`config.mk`:
```
export PLATFORM = sky130hd
export DESIGN_NAME = writeback_arbiter
export DESIGN_NICKNAME = d
export VERILOG_FILES = /design/src/rtl/writeback_arbiter.sv
export SDC_FILE = /design/constraint.sdc
export NUM_CORES = 1
export LEC_CHECK = 0
export CORE_MARGIN = 10
export CORE_UTILIZATION = 38
export DETAILED_ROUTE_END_ITERATION = 8
export SLEW_MARGIN = 20
export SYNTH_ARGS = -nofsm -noshare
export SYNTH_HDL_FRONTEND = slang
export SYNTH_SLANG_ARGS = --single-unit
```
`constraint.sdc`:
```
create_clock -name clk -period 3.5 [get_ports clk]
set_input_delay 1.05 -clock clk [delete_from_list [all_inputs] [get_ports clk]]
set_output_delay 1.05 -clock clk [all_outputs]
set_load 0.005 [all_outputs]
```
`src/rtl/writeback_arbiter.sv`:
```
// Merges ALU and load-response results onto the single register-file write port.
// Each source has a 2-entry FIFO; MEM has fixed priority, ALU is forced through after STARVE_LIMIT losses.
module writeback_arbiter #(
    parameter int DATA_WIDTH     = 32,
    parameter int REG_ADDR_WIDTH = 5,
    parameter int STARVE_LIMIT   = 3
) (
    input  logic                      clk,
    input  logic                      rst,
    input  logic                      alu_valid,
    output logic                      alu_ready,
    input  logic [REG_ADDR_WIDTH-1:0] alu_rd,
    input  logic [DATA_WIDTH-1:0]     alu_data,
    input  logic                      mem_valid,
    output logic                      mem_ready,
    input  logic [REG_ADDR_WIDTH-1:0] mem_rd,
    input  logic [DATA_WIDTH-1:0]     mem_data,
    output logic                      wr_en,
    output logic [REG_ADDR_WIDTH-1:0] wr_reg,
    output logic [DATA_WIDTH-1:0]     wr_data,
    output logic                      busy
);

    localparam int ENTRY_W = REG_ADDR_WIDTH + DATA_WIDTH;
    localparam logic [3:0] LIMIT = 4'(STARVE_LIMIT);

    // Index 0 is the ALU source, index 1 the MEM source.
    logic [1:0]              in_valid;
    logic [1:0][ENTRY_W-1:0] in_entry;
    logic [1:0][ENTRY_W-1:0] head;
    logic [1:0]              ready;
    logic [1:0]              push;
    logic [1:0]              pop;
    logic [1:0]              non_empty;

    assign in_valid    = {mem_valid, alu_valid};
    assign in_entry[0] = {alu_rd, alu_data};
    assign in_entry[1] = {mem_rd, mem_data};
    assign alu_ready   = ready[0];
    assign mem_ready   = ready[1];

    genvar gi;
    generate
        for (gi = 0; gi < 2; gi++) begin : g_fifo
            logic [ENTRY_W-1:0] store_reg [2];
            logic               wr_ptr_reg;
            logic               rd_ptr_reg;
            logic [1:0]         count_reg;

            assign ready[gi]     = !rst && (count_reg < 2'd2);
            assign push[gi]      = in_valid[gi] && ready[gi];
            assign non_empty[gi] = (count_reg != 2'd0);
            assign head[gi]      = store_reg[rd_ptr_reg];

            // Storage carries no reset so it can map onto plain distributed RAM.
            always_ff @(posedge clk) begin
                if (push[gi]) begin
                    store_reg[wr_ptr_reg] <= in_entry[gi];
                end
            end

            always_ff @(posedge clk or posedge rst) begin
                if (rst) begin
                    wr_ptr_reg <= 1'b0;
                    rd_ptr_reg <= 1'b0;
                    count_reg  <= 2'd0;
                end else begin
                    if (push[gi]) begin
                        wr_ptr_reg <= ~wr_ptr_reg;
                    end
                    if (pop[gi]) begin
                        rd_ptr_reg <= ~rd_ptr_reg;
                    end
                    if (push[gi] && !pop[gi]) begin
                        count_reg <= count_reg + 2'd1;
                    end else if (!push[gi] && pop[gi]) begin
                        count_reg <= count_reg - 2'd1;
                    end
                end
            end
        end
    endgenerate

    logic [3:0] starve_cnt_reg;
    logic [3:0] starve_cnt_next;
    logic       pop_alu;
    logic       pop_mem;

    assign pop_alu = non_empty[0] && (!non_empty[1] || (starve_cnt_reg == LIMIT));
    assign pop_mem = non_empty[1] && !pop_alu;
    assign pop     = {pop_mem, pop_alu};

    always_comb begin
        starve_cnt_next = starve_cnt_reg;
        if (!non_empty[0] || pop_alu) begin
            starve_cnt_next = 4'd0;
        end else if (pop_mem && (starve_cnt_reg != 4'hF)) begin
            starve_cnt_next = starve_cnt_reg + 4'd1;
        end
    end

    logic [ENTRY_W-1:0]        pop_entry;
    logic [REG_ADDR_WIDTH-1:0] pop_rd;
    logic [DATA_WIDTH-1:0]     pop_data;
    logic                      wr_en_reg;
    logic [REG_ADDR_WIDTH-1:0] wr_reg_reg;
    logic [DATA_WIDTH-1:0]     wr_data_reg;

    assign pop_entry = pop_alu ? head[0] : head[1];
    assign pop_rd    = pop_entry[ENTRY_W-1:DATA_WIDTH];
    assign pop_data  = pop_entry[DATA_WIDTH-1:0];

    // Writes to x0 still consume the slot but leave the write port idle.
    always_ff @(posedge clk or posedge rst) begin
        if (rst) begin
            starve_cnt_reg <= 4'd0;
            wr_en_reg      <= 1'b0;
            wr_reg_reg     <= '0;
            wr_data_reg    <= '0;
        end else begin
            starve_cnt_reg <= starve_cnt_next;
            wr_en_reg      <= 1'b0;
            if ((pop_alu || pop_mem) && (pop_rd != '0)) begin
                wr_en_reg   <= 1'b1;
                wr_reg_reg  <= pop_rd;
                wr_data_reg <= pop_data;
            end
        end
    end

    assign wr_en   = wr_en_reg;
    assign wr_reg  = wr_reg_reg;
    assign wr_data = wr_data_reg;
    assign busy    = (|non_empty) || wr_en_reg;

endmodule

```
# [After elaboration in Yosys (flattened, before gate mapping)]
# Memory sizes are Yosys's and may differ from the RTL's.
# Cells that the tools add are included.
[totals] ff_bits=50 mem_bits_rw=148 in_bits=78 output_inout_bits=41 word_cells=67 mem_count=2
[mem_list] memory="g_fifo[0].store_reg" depth=2 width=37 rd=1 rd_clocked_by_memory_dff=0 write_ports=1 line_no="45" text="logic [ENTRY_W-1:0] store_reg [2];"
[mem_list] memory="g_fifo[1].store_reg" depth=2 width=37 rd=1 rd_clocked_by_memory_dff=0 write_ports=1 line_no="45"
[op_classes] n_addsub=5 n_lt_le_gt_ge=2 n_eq_ne=2 muxes=12 bitwise_logic=4 reduce_logical=30
[ops] operator="37-bit 2-to-1 mux" count=1
[ops] operator="1-bit logical AND" count=12
[ops] operator="2-bit nonzero test" count=5
[ops] operator="2-bit 2-to-1 mux" count=4
[ops] operator="4-bit 2-to-1 mux" count=2
[ops] operator="1-bit zero test" count=7
[ops] operator="1-bit 2-to-1 mux" count=5
[ops] operator="5-bit nonzero test" count=1
[ops] operator="2-bit by 1-bit adder with 2-bit output, second input constant" count=2
[ops] operator="4-bit by 1-bit adder with 4-bit output, second input constant" count=1
[ops] operator="4-bit by 2-bit equality test with 1-bit output, second input constant" count=1
[ops] operator="1-bit logical OR" count=4
[ops] operator="2-bit < comparator, second input constant" count=2
[ops] operator="4-bit inequality test, second input constant" count=1
[ops] operator="1-bit inverter" count=4
[ops] operator="2-bit by 1-bit subtractor with 2-bit output, second input constant" count=2
[ops] operator="2-bit OR reduction" count=1

# [Longest topological paths before layout]
[depth] word_depth=9 mapped_depth=10 ltp_nobuf=8

# [Worst setup path before layout]
# OpenSTA, ideal clock, no wires.
[synth_path] path_kind="input to register" from="in rst" to="mem g_fifo[0].store_reg[0][0] (netlist name), enable pin" setup_time_ns=0.431 arrival_time_ns=2.919 t_required_ns=3.069 setup_slack_ns=0.150 path_stages=3 n_path_buf=0 cell_sequence="nor2_1 > nand2_1 > nor2_1"
[synth_between] elab_chain_len=5
[synth_lines] item="start, declared" line_no="9" text="input logic rst,"
[synth_lines] item="1-bit zero test (no line)"
[synth_lines] item="1-bit logical AND" line_no="50" text="assign ready[gi] = !rst && (count_reg < 2'd2);"
[synth_lines] item="1-bit logical AND" line_no="51" text="assign push[gi] = in_valid[gi] && ready[gi];"
[synth_lines] item="1-bit 2-to-1 mux" line_no="57" text="if (push[gi]) begin"
[synth_lines] item="1-bit 2-to-1 mux (implied by the code)" line_no="58" text="store_reg[wr_ptr_reg] <= in_entry[gi];"
[synth_lines] item="end, declared" line_no="45"
# No other way between the ends.

# [Worst setup path in the final report]
[layout_path] from="in rst" to="out alu_ready"
[layout_between] elab_chain_len=2
[layout_lines] item="1-bit zero test (no line)"
[layout_lines] item="1-bit logical AND" line_no="50"
[layout_lines] item="end, declared" line_no="11" text="output logic alu_ready,"
# No other way between the ends.

==> metrics.yaml <==
status: "finished clean"
maxSlewViolCount: 0
hold_viol: 0
root_buffer: "clkbuf_16"
dp_hpwl_mm: 11.1
worst_pin_slew_ns: 0.708
cp.required_ns: 2.45
final_util: 0.492
via_per_inst: 4.82
synth_area_um2: 7720
nets: 677
vias: 4244
wire_per_inst_um: 18.3
ys_seq_area_frac: 0.738
period_needed_ns: 3.28
synth-edff-count: 148
drtPass1Iterations: 5
place.gp.congestion: 0.711
post_cts_buffers: 0
yosysMostFrequentCell: "edfxtp_1"
end_kind: "primary output"
track_usage: 0.124
cts_tree: "done"
crit_fanout: 3
critPathArrivalTime_ns: 2.23
drc_errors: 0
hp-class: "flop to flop"
syn_area_per_cell_um2: 16.4
start_kind: "primary input"
ys_top_cells_by_area: "edfxtp_1 (58%), dfrtp_1 (16%), mux2i_1 (5.3%)"
async_reset_ff_frac: 0.253
crit_type: "primary input to primary output"
largest_reg_flops: 148
dieArea_um2: 26400
clock.fmax_mhz: 305
cts_hold_buf: 0
rows: 52
grt_pass1_wl_mm: 25.2
start_util: 0.384
drive_above_1_share: 0.141
grt_max_degree: 42
overflow: 0
synth.distinct_cells: 35
ctsHtreeMaxLevel: 4
worstSkewPairLatency_ns: 0.43
slew_headroom: 0.527
areaGrowthSynthToFinish_pct: 28.1
wl_mm: 16.1
cts_resized: 0
p_per_area_nw_per_um2: 784
die_h_um: 163
core_region_area_um2: 20100
portBuffers: 118
ys.flop_type: "edfxtp_1"
preCtsSetupSlack_ns: 0.207
setup_viol: 0
die_w_um: 163
maxCapViolations: 0
synth_commonest_cells: "edfxtp_1 (148), dfrtp_1 (50), mux2i_1 (41)"
rsz0062_at_grt: "false"
finalPower_uw: 7750
fin_crit_sh: 0.938
io_pins: 119
synthCells: 470
power_leakage_uw: 0.00346
finalSetupTns_ns: 0
ant_nets: 0
synth_top_area_share: 0.576
cts.sinks: 198
clkSlewWorstSetupHoldPaths_ns: 0.07
yosys_warnings: 0
grt_pass1_vias: 4631
fin_ws_ns: 0.217
synth_nets: 551
clockBufferDepth: 2
cts_buffers: 17
ir_worst_vdd_mv: 0.352
ys_seq_elements: 198
synth_top_area_cell: "edfxtp_1"
grt_antenna_before_repair: 2
drtIter0Drc: 156
finClkSkew_ns: 0.0122
==> stage by stage <==
step / hold slack [ns] / cells / cell area (um^2)
after floorplan: 0.461 / 470 / 7720
after global placement: 0.477 / 847 / 9310
after detailed placement: 0.478 / 847 / 9310
after CTS: 0.495 / 879 / 9890
after global routing: 0.519 / 879 / 9890
final: 0.486 / 880 / 9890
==> cells by family (layout without fill, tap and decap cells) <==
family                   count (synthesis)  in the layout  share of synthesized area
AO/OA/AOI/OAI                           82             82                     0.0682
XOR/XNOR                                12             12                     0.0136
adder cells (fa/ha/maj)                  3              3                    0.00486
buffers and inverters                   27            166                     0.0169
flip-flops                             198            198                      0.738
multiplexers                            78             78                      0.108
other                                    0              1                          0
AND/OR/NAND/NOR                         70             70                     0.0512
==> report_power, final <==
group | switching, uW | total, uW | internal, uW | leakage, uW
Combinational | 1130 | 2470 | 1340 | 0.00127
Clock | 837 | 1920 | 1080 | 0.000272
Sequential | 339 | 3360 | 3020 | 0.00192
Total | 2310 | 7750 | 5440 | 0.00346
==> layout make-up <==
cell class / count / area [um^2]
diodes: 1 / 2.50
fillers: 1703 / 10200
multi-input cells: 245 / 1920
flip-flops and latches: 198 / 5700
inverters: 3 / 11.3
well taps: 270 / 338
repair buffers: 131 / 1340
clock inverters: 10 / 123
clock buffers: 22 / 454
==> critical path: stages <==
cell and delay [ns]:
clkdlybuf4s50_1 0.46, nor2_1 0.18, clkdlybuf4s50_1 0.54
==> metal layers <==
layer | vias to the layer above | global-route usage | share of wire
met5 | - | 0 | 0.00081
li1 | 2038 | - | -
met4 | 2 | 0.0336 | 0.0074
met3 | 11 | 0.0430 | 0.059
met2 | 88 | 0.210 | 0.50
met1 | 2105 | 0.147 | 0.43
==> path summary, 6_finish.rpt <==
| check | startpoint | endpoint | slack [ns] | depth (start not counted) |
|---|---|---|---|---|
| min in group asynchronous | rst | g_fifo[1].wr_ptr_reg | 1.13 | 2 |
| max reg2reg | starve_cnt_reg[0] | wr_data[3] | 0.64 | 7 |
| max | rst | alu_ready | 0.22 | 3 |
| min | wr_data[1] | wr_data[1] | 0.49 | 1 |
| max in group asynchronous | rst | wr_data[16] | 1.70 | 3 |
| min reg2reg | wr_data[1] | wr_data[1] | 0.49 | 1 |
==> cell usage in the layout (no fill, tap or decap), drive strengths merged <==
cell type / instances
a211oi: 36
o211ai: 1
nor2: 14
a21oi: 37
edfxtp: 148
o311ai: 1
clkdlybuf4s50: 118
nand2: 5
buf: 13
o21ai: 5
clkinvlp: 3
nor2b: 36
nor3b: 1
bufinv: 2
diode: 1
ha: 3
clkinv: 2
inv: 6
xnor2: 8
nor3: 5
xor2: 4
mux2i: 41
nand3: 2
a22oi: 2
nand2b: 1
nor4: 2
and3: 2
clkbuf: 22
dfrtp: 50
mux2: 37
or2: 2
No activity file was read; power rests on OpenSTA's default activity.
==> RTL change: new RTL, same settings <==
Reset style: synchronous (`rst`), changed in 2 clocked blocks.
--- a/src/rtl/writeback_arbiter.sv
+++ b/src/rtl/writeback_arbiter.sv
@@ -60,5 +60,5 @@
             end
 
-            always_ff @(posedge clk or posedge rst) begin
+            always_ff @(posedge clk) begin
                 if (rst) begin
                     wr_ptr_reg <= 1'b0;
@@ -112,5 +112,5 @@
 
     // Writes to x0 still consume the slot but leave the write port idle.
-    always_ff @(posedge clk or posedge rst) begin
+    always_ff @(posedge clk) begin
         if (rst) begin
             starve_cnt_reg <= 4'd0;
Function: differs if rst is asserted again (counterexample within 4 cycles, from zero or initial values and one cycle with rst high); with rst held inactive, the same outputs for 10 cycles.
==> RTL change against the unedited design <==
- count of clock-buffer cells in the layout is 1 lower
- synthesized cell count grew 29%
- final area up 5.3%
- hold slack improved by 0.0087 ns
- die area grew 6.5%
- via count is 23% higher
- routed wire length rose by 27%
- area after synthesis rose by 7.4%
- fmax rose by 7.6%
- sequential cell count rose by 2
- power fell by 6.7%
- non-clock buffer count is 2 higher
- worst setup slack better by 0.23 ns
- largest cell class unchanged
==> RTL change: results (changes against the unedited design) <==
Clocking
The maximum number of buffers from clock root to sink is 2 (unchanged). The buffers inserted during post-CTS setup optimization is 0 (unchanged). The clock latency of the later-clocked register in the worst-skew pair is 0.43 ns (about the same). The clock slew seen by the registers of the worst setup and hold paths is 0.07 ns (about the same). The CTS buffer count was 17 (unchanged). The number of buffers added to fix hold violations after cts is 0 (unchanged).

The H-tree level count is 4 (unchanged).

Logic synthesis
The fraction of registers with async set/reset is 0% (-25 points). The net count after synthesis is 686 (+25%). By count the netlist is led by 148 x sky130_fd_sc_hd__edfxtp_1, 104 x sky130_fd_sc_hd__mux2i_1, 70 x sky130_fd_sc_hd__nand3_1. The count of cell types in the netlist is 41 (+17%).

The count of warnings emitted by yosys is 0 (unchanged). By area the synthesized netlist is led by sky130_fd_sc_hd__edfxtp_1 54%, sky130_fd_sc_hd__dfxtp_1 13%, sky130_fd_sc_hd__mux2i_1 13%. The sequential-to-total area share from yosys stat is 66.13% (-7.6 points). The number of enable flip-flop cells after synthesis is 148 (unchanged).

Placed design
The global placer's final weighted congestion came to 0.7277 (+2.3%). The placed wire-length estimate after detailed placement is 13780 µm (+24%). The cell area reported after detailed placement came to 0.009794 mm² (+5.2%).

Drt
The final wirelength is 20400 µm (+27%). The detailed-router iteration count before antenna repair is 5 (unchanged). The initial detailed-routing violation count came to 276 (+77%).

The average vias per placed instance is 5.203 (+7.9%).

Worst setup path
In this run the critical register-to-register path is captured at wr_data[29]. The maximum single-stage delay on the critical path is 0.56 ns (+0.02 ns). The arrival time reported for the critical path endpoint came to 2.00 ns (-0.23 ns). The worst flop-to-flop path startpoint is starve_cnt_reg[0]. The kind of cell adding the most delay to the critical path is buffers and inverters.

The maximum fanout along the worst path came to 9 (+6). The reg-to-reg setup timing slack is roughly 0.65 ns. The length in cells of the worst reg-to-reg path is 6 (-1).

The critical path starts at rst. The critical path ends at alu_ready.

STA
The clock skew after layout is 0.01372 ns (+0.001549 ns). The relative slew slack came to 24.10% (-29 points).

Power
The maximum resistive drop on vdd is 0.0004010 V (+14%). The leakage power is 3.673 nW (+6.1%).

GRT
The pin count of the biggest net entering global routing is 38 (-9.5%). The initial antenna violation count is 0 (-2). The global-route wire length before repair is 31680 µm (+26%). The via count of the first global-routing pass is 5596 (+21%).

The global routing usage summed across all routing layers is 14.23% (+1.9 points).

Finish
The footprint of the multi-input gates was 0.002629 mm² (+37%). The ratio of cells with drive above 1 in the final layout came to 8.630% (-5.5 points). The final antenna diode count is 0 (-1). The total area of sequential cells is 0.005488 mm² (-3.7%). The post-layout net count is 798 (+18%). The filler cell count in the final layout is 1869 (+9.7%).

Status
The flow ran to the end, and the final reports show no timing, DRC or antenna violations.

Hold path
The class of the tightest hold or removal check is reg -> reg. The startpoint identified for the worst hold timing path is wr_reg[4].
## RTL change: per-stage QoR
stage / setup slack (ns) / cells / utilization [%]
finish: 0.4489 / 1005 / 49.07
global route: 0.3658 / 1005 / 49.07
CTS: 0.4232 / 1005 / 49.07
detailed placement: 0.4227 / 973 / 46.16
global placement: 0.4015 / 973 / 46.16
floorplan: 0.3946 / 605 / -
## RTL change: worst min-delay path by stage
stage	to	slack [ns]	depth (start not counted)
after floorplan	wr_reg[4]	0.47	2
after global placement	wr_reg[4]	0.47	2
after detailed placement	wr_reg[4]	0.49	2
after CTS	wr_reg[4]	0.50	2
after global routing	wr_reg[4]	0.53	2
final	wr_reg[4]	0.49	2
## RTL change: metal layers
layer | up-vias | wire (µm) | track usage, % | part of all wire, %
li1 | 2488 | - | - | -
met1 | 2586 | 8932 | 17.48 | 44
met3 | 13 | 1030 | 3.745 | 5.0
met2 | 142 | 10220 | 23.83 | 50
met4 | 0 | 218 | 4.504 | 1.1
met5 | - | 0 | 0 | 0
## RTL change: final cells by class
cell class,instances,share of cell area (%)
flip-flops and latches,200,52.70
multi-input cells,363,25.24
repair buffers,133,12.74
clock buffers,21,4.422
well taps,275,3.304
clock inverters,11,1.526
inverters,2,0.07209
## RTL change: logic make-up (layout without fill, tap and decap cells)
family | count (synthesis) | after routing | synth area share (%)
AOI/OAI and AO/OA | 56 | 56 | 4.797
xor gates and xnor gates | 10 | 10 | 1.056
adders and majority gates | 3 | 3 | 0.4526
buffers and inverters | 42 | 167 | 2.715
DFF | 200 | 200 | 66.13
muxes | 110 | 110 | 13.53
and+or+nand+nor | 184 | 184 | 11.31
## RTL change: report_power, final
group | switching, W | internal [W]
combinational | 0.00118 | 0.000958
sequential | 0.000186 | 0.00286
clock | 0.000869 | 0.00118
total | 0.00223 | 0.00500
